### src/rtl/ask4_burst_source_if.sv
// ask4_burst_source_if: strobe/run controls and DAC-side outputs of the 4-ASK burst source.
interface ask4_burst_source_if;
    logic sam_clk_ena;
    logic sym_clk_ena;
    logic run;
    logic signed [17:0] sample_out;
    logic [1:0] symbol;
    logic sym_strobe;
    logic busy;
    logic phase_err;
    modport master (output sam_clk_ena, sym_clk_ena, run, input sample_out, symbol, sym_strobe, busy, phase_err);
    modport slave (input sam_clk_ena, sym_clk_ena, run, output sample_out, symbol, sym_strobe, busy, phase_err);
endinterface

### src/rtl/ask4_burst_source.sv
// ask4_burst_source: PRBS-driven 4-ASK burst generator (IDLE -> +-3a preamble -> payload), upsampled by 4.
module ask4_burst_source #(
    parameter logic signed [17:0] LEVEL_A = 18'sd32768,
    parameter int PREAMBLE_LEN = 8,
    parameter bit HOLD = 1'b0
) (
    input logic clock_50,
    input logic reset,
    ask4_burst_source_if.slave bus
);
    typedef enum logic [1:0] {IDLE, PREAMBLE, RUN} state_t;
    localparam logic [14:0] SEED = 15'h7FFF;
    localparam logic signed [17:0] LEVEL_3A = 18'sd3 * LEVEL_A;
    state_t state;
    logic [14:0] lfsr;
    logic [7:0] pre_cnt;
    logic signed [17:0] level;
    logic [1:0] prbs_sym;
    logic [1:0] next_sym;
    logic [14:0] lfsr_next;
    logic signed [17:0] next_level;
    logic payload;
    // Two LFSR shifts per symbol collapse to one step: bits are {q14^q13, q13^q12}.
    always_comb begin
        prbs_sym = {lfsr[14] ^ lfsr[13], lfsr[13] ^ lfsr[12]};
        lfsr_next = {lfsr[12:0], prbs_sym};
        payload = state == RUN || (state == PREAMBLE && pre_cnt == 8'(PREAMBLE_LEN));
        next_sym = payload ? prbs_sym : {~pre_cnt[0], 1'b0};
        next_level = next_sym[1] ? (next_sym[0] ? LEVEL_A : LEVEL_3A)
                                 : (next_sym[0] ? -LEVEL_A : -LEVEL_3A);
    end
    always_ff @(posedge clock_50) begin
        if (!reset) begin
            state <= IDLE;
            lfsr <= SEED;
            pre_cnt <= '0;
            level <= '0;
            bus.sample_out <= '0;
            bus.symbol <= 2'b00;
            bus.sym_strobe <= 1'b0;
            bus.busy <= 1'b0;
            bus.phase_err <= 1'b0;
        end else begin
            bus.sym_strobe <= 1'b0;
            if (bus.sym_clk_ena && !bus.sam_clk_ena) begin
                bus.phase_err <= 1'b1;
            end else if (bus.sym_clk_ena && !bus.run) begin
                state <= IDLE;
                lfsr <= SEED;
                pre_cnt <= '0;
                level <= '0;
                bus.sample_out <= '0;
                bus.busy <= 1'b0;
            end else if (bus.sym_clk_ena) begin
                state <= payload ? RUN : PREAMBLE;
                if (payload) lfsr <= lfsr_next;
                else pre_cnt <= pre_cnt + 8'd1;
                level <= next_level;
                bus.sample_out <= next_level;
                bus.symbol <= next_sym;
                bus.sym_strobe <= 1'b1;
                bus.busy <= 1'b1;
            end else if (bus.sam_clk_ena) begin
                bus.sample_out <= HOLD ? level : '0;
            end
        end
    end
endmodule

### src/flat_wrapper.sv
// flat-port wrapper written by rule: the top's interface ports become plain ports
module ask4_burst_source_flat 
#(
    parameter logic signed [17:0] LEVEL_A = 18'sd32768,
    parameter int PREAMBLE_LEN = 8,
    parameter bit HOLD = 1'b0
)
  (clock_50, reset, bus_sam_clk_ena, bus_sym_clk_ena, bus_run, bus_sample_out, bus_symbol, bus_sym_strobe, bus_busy, bus_phase_err);
  ask4_burst_source_if bus_i ();
  input logic clock_50;
  input logic reset;
  input wire logic [$bits(bus_i.sam_clk_ena)-1:0] bus_sam_clk_ena;
  input wire logic [$bits(bus_i.sym_clk_ena)-1:0] bus_sym_clk_ena;
  input wire logic [$bits(bus_i.run)-1:0] bus_run;
  output wire logic [$bits(bus_i.sample_out)-1:0] bus_sample_out;
  output wire logic [$bits(bus_i.symbol)-1:0] bus_symbol;
  output wire logic [$bits(bus_i.sym_strobe)-1:0] bus_sym_strobe;
  output wire logic [$bits(bus_i.busy)-1:0] bus_busy;
  output wire logic [$bits(bus_i.phase_err)-1:0] bus_phase_err;
  assign bus_i.sam_clk_ena = bus_sam_clk_ena;
  assign bus_i.sym_clk_ena = bus_sym_clk_ena;
  assign bus_i.run = bus_run;
  assign bus_sample_out = bus_i.sample_out;
  assign bus_symbol = bus_i.symbol;
  assign bus_sym_strobe = bus_i.sym_strobe;
  assign bus_busy = bus_i.busy;
  assign bus_phase_err = bus_i.phase_err;
  ask4_burst_source #(.LEVEL_A(LEVEL_A), .PREAMBLE_LEN(PREAMBLE_LEN), .HOLD(HOLD)) u_core (.clock_50(clock_50), .reset(reset), .bus(bus_i));
endmodule
### config.mk
export PLATFORM = sky130hd
export DESIGN_NAME = ask4_burst_source_flat
export DESIGN_NICKNAME = d
export VERILOG_FILES = /design/src/rtl/ask4_burst_source_if.sv /design/src/rtl/ask4_burst_source.sv /design/src/flat_wrapper.sv
export SDC_FILE = /design/constraint.sdc
export NUM_CORES = 1
export LEC_CHECK = 0
export BUFFER_PORTS_ARGS = -buffer_cell sky130_fd_sc_hd__buf_2
export CAP_MARGIN = 25
export CORE_ASPECT_RATIO = 1.5
export CORE_UTILIZATION = 50
export CTS_CLUSTER_DIAMETER = 120
export DETAILED_ROUTE_END_ITERATION = 10
export MAX_ROUTING_LAYER = met4
export PLACE_DENSITY_LB_ADDON = 0.12
export REMOVE_ABC_BUFFERS = 1
export SETUP_SLACK_MARGIN = 0.1
export SLEW_MARGIN = 20
export SYNTH_ARGS = -nofsm -noshare
export SYNTH_HDL_FRONTEND = slang
export SYNTH_SLANG_ARGS = --single-unit
### constraint.sdc
create_clock -name clock_50 -period 2.8 [get_ports clock_50]
set_clock_uncertainty 0.15 [all_clocks]
set_input_delay 0.28 -clock clock_50 [delete_from_list [all_inputs] [get_ports clock_50]]
set_output_delay 0.28 -clock clock_50 [all_outputs]
set_load 0.03 [all_outputs]
==> qor.txt <==
die extent in y -> 71.7 um
dpl hpwl -> 2.43 mm
total CTS buffers -> 5
clk buf depth -> 2
Post-synth EDFFs -> 0
Hold Path Class -> in -> reg
Worst Path Arrival -> 2.16 ns
via count of the first global-routing pass -> 1,229
Final Hold Fails -> 0
required time of the critical path -> 2.85 ns
row cnt -> 24
Setup TNS Final -> 0 ns
layout cells sized above 1 -> 12.4%
First DRT Iteration DRCs -> 36
largest net degree at the start of global routing -> 24
Distinct cells, synth -> 40
synthesized instance count -> 188
Port Buffer Count -> 12
Max Cap Viol -> 0
Avg Cell Area, Syn -> 8.61 sq um
Mapped Area -> 1620 sq um
CTS resizes -> 0
Period Utilization, post-route -> 75.4%
top_reg_cell synth -> dfxtp_1
Slew Limit Fails -> 0
Pre-antenna DRT Iters -> 4
reg2reg start -> u_core.pre_cnt[0]$_SDFFE_PN0P_
total track usage -> 22.1%
startpoint types -> register
CTS Root Cell -> clkbuf_8
top cell type's share of synthesized area -> 40.8%
CP endpoint -> u_core.lfsr[4]$_SDFFE_PN1P_
Reg2Reg Depth -> 6
worst setup path start -> u_core.pre_cnt[0]$_SDFFE_PN0P_
die area -> 3470 sq um
Cells after DPL -> 233
WL/cell -> 14.2 um
Critical Path Stages -> 6
fmax -> 473 MHz
routability cong. -> 0.801
Worst path slowest cell -> o311ai_4
Area growth, synth to finish -> 6.88%
pre-CTS setup slack -> 0.708 ns
Finished Layout Cells -> 240
Critical Path Max Stage Delay -> 0.69 ns
CTS Sinks -> 33
crit-path max FO -> 16
H-tree lvl count -> 2
RSZ-0062 raised after global routing -> no
initial antenna violation count -> 0
endpoints failing setup -> 0
filler cell count -> 318
Final min period -> 2.11 ns
IO Pins -> 28
Worst-Margin Slew -> 0.899 ns
starting density of the core -> 53.9%
cell taking the most area after synthesis -> dfxtp_1
diode count -> 0
CORE AREA -> 3000 sq um
Worst Setup Path Type -> reg -> reg
worst path cell trace -> inv_1 -> ha_1 -> nand4b_1 -> o311ai_4 -> a21oi_1 -> o21ai_0
Leak -> 0.654 nW
CTS tree -> yes
GRT overflow -> 0
drt via density -> 5.52
FF-to-FF setup slack -> 0.69 ns
setup ws final -> 0.688 ns
register bit total from synthesis -> 33
post-CTS setup repair buffer count -> 0
Routed Antenna Nets -> 0
Crit path buffers/inverters -> 1
Post-CTS Hold Buffers -> 0
fin nets -> 208
relative slew slack -> 39.9%
Async SR Flop Fraction -> 0%
CP delay by family, top -> compound AO/OA/AOI/OAI gates
drt drc -> 0
Die Width -> 48.5 um
PnR Total Power -> 0.941 mW
Pwr Density -> 544 nW/um^2
total number of vias -> 1,324
crit end category -> register
sequential area share after synthesis -> 40.8%
synth top area cells -> dfxtp_1 (41%), buf_4 (7.9%), a21oi_1 (5.9%)
global-route wire length before repair -> 5.68 mm
Skew-Pair Late Insertion Delay -> 0.28 ns
reg-to-reg endpoint -> u_core.lfsr[4]$_SDFFE_PN1P_
status -> completed
drt total wl -> 3.40 mm
Peak VDD IR -> 427 uV
Clock transition at path regs -> 0.06 ns
YS warnings -> 0
-- worst min path at each step --
stage                                        endpoint  cells after the start                                    from  slack (ns)
6_report       u_core.bus.sample_out[15]$_SDFFE_PN0P_                      4                         bus_sam_clk_ena        0.19
5_1_grt             u_core.bus.phase_err$_SDFFE_PN0P_                      3                         bus_sam_clk_ena        0.21
4_1_cts        u_core.bus.sample_out[15]$_SDFFE_PN0P_                      4                         bus_sam_clk_ena        0.18
3_5_place_dp   u_core.bus.sample_out[15]$_SDFFE_PN0P_                      2  u_core.bus.sample_out[15]$_SDFFE_PN0P_        0.28
3_3_place_gp   u_core.bus.sample_out[15]$_SDFFE_PN0P_                      2  u_core.bus.sample_out[15]$_SDFFE_PN0P_        0.28
2_1_floorplan            u_core.lfsr[14]$_SDFFE_PN1P_                      1                                   reset        0.21
-- through the flow --
step | instance area (sq um) | hold slack [ns] | util [%]
2_1_floorplan | 1510 | 0.206 | -
3_3_place_gp | 1640 | 0.282 | 54.8
3_5_place_dp | 1640 | 0.282 | 54.8
4_1_cts | 1730 | 0.176 | 57.6
5_1_grt | 1730 | 0.211 | 57.6
6_report | 1730 | 0.191 | 57.6
-- logic make-up after synthesis --
| group | synth area share [%] |
|---|---|
| AOI/OAI and AO/OA | 22.6 |
| and+or+nand+nor | 18.9 |
| buffers and inverters | 12.6 |
| DFF | 40.8 |
| xor gates and xnor gates | 2.70 |
| adders and majority gates | 1.55 |
| other | 0.232 |
| muxes | 0.618 |
-- cells in the mapped netlist, types with 2 or more instances --
master	number
o21ai_1	10
xnor2_1	5
o21ai_0	13
o221ai_1	2
ha_1	2
nor2b_1	6
buf_4	17
nor4_1	15
a21boi_0	2
or3_1	2
o22ai_1	3
nand2_1	13
a21oi_1	19
nand3_1	4
clkbuf_1	4
dfxtp_1	33
or4_1	2
inv_1	12
and3_1	3
-- where the power goes --
group	switching, mW	internal [mW]
registers	0.00640	0.477
logic	0.0817	0.0228
clock network	0.159	0.195
-- layer usage --
metal | track usage [%] | wire length (um) | up-vias
met5 | - | 0 | -
met4 | 8.82 | 59 | 0
met3 | 5.73 | 115 | 5
met2 | 39.7 | 1820 | 25
met1 | 22.7 | 1400 | 621
li1 | - | - | 673
-- placed cells by master (no fill, tap or decap), types with 2 or more instances in the layout --
master	synthesis	final
or4_1	2	2
ha_1	2	2
nor4_1	15	15
conb_1	1	15
nand2_1	13	13
o221ai_1	2	2
buf_4	17	3
dfxtp_1	33	33
o22ai_1	3	3
or3_1	2	2
inv_1	12	12
a21oi_1	19	19
o21ai_1	10	10
xnor2_1	5	5
nor2b_1	6	6
a21boi_0	2	2
clkbuf_8	0	6
nand3_1	4	4
and3_1	3	3
buf_2	1	12
o21ai_0	13	13
-- registers in the layout (all words and copies together) (netlist names) --
name                   flops
u_core.bus.busy            1
u_core.state               2
u_core.bus.sym_strobe      1
u_core.lfsr               15
u_core.pre_cnt             8
u_core.bus.sample_out      3
u_core.bus.phase_err       1
u_core.bus.symbol          2
-- worst register-to-register path, delay by kind of cell (launching register included) --
| kind | cells | cell delay (ns) |
|---|---|---|
| flops | 1 | 0.36 |
| buf+inv | 1 | 0.09 |
| compound gates | 3 | 1.01 |
| fa+ha+maj | 1 | 0.16 |
| simple gates | 1 | 0.25 |
-- cell type report --
| type | instances | area [sq um] | share of cell area, % |
|---|---|---|---|
| clock buffers | 7 | 86.3 | 4.99 |
| inverters | 12 | 45.0 | 2.60 |
| multi-input cells | 134 | 807 | 46.6 |
| flip-flops and latches | 33 | 661 | 38.2 |
| well taps | 39 | 48.8 | 2.82 |
| repair buffers | 15 | 82.6 | 4.77 |
No activity file was read; power rests on OpenSTA's default activity.
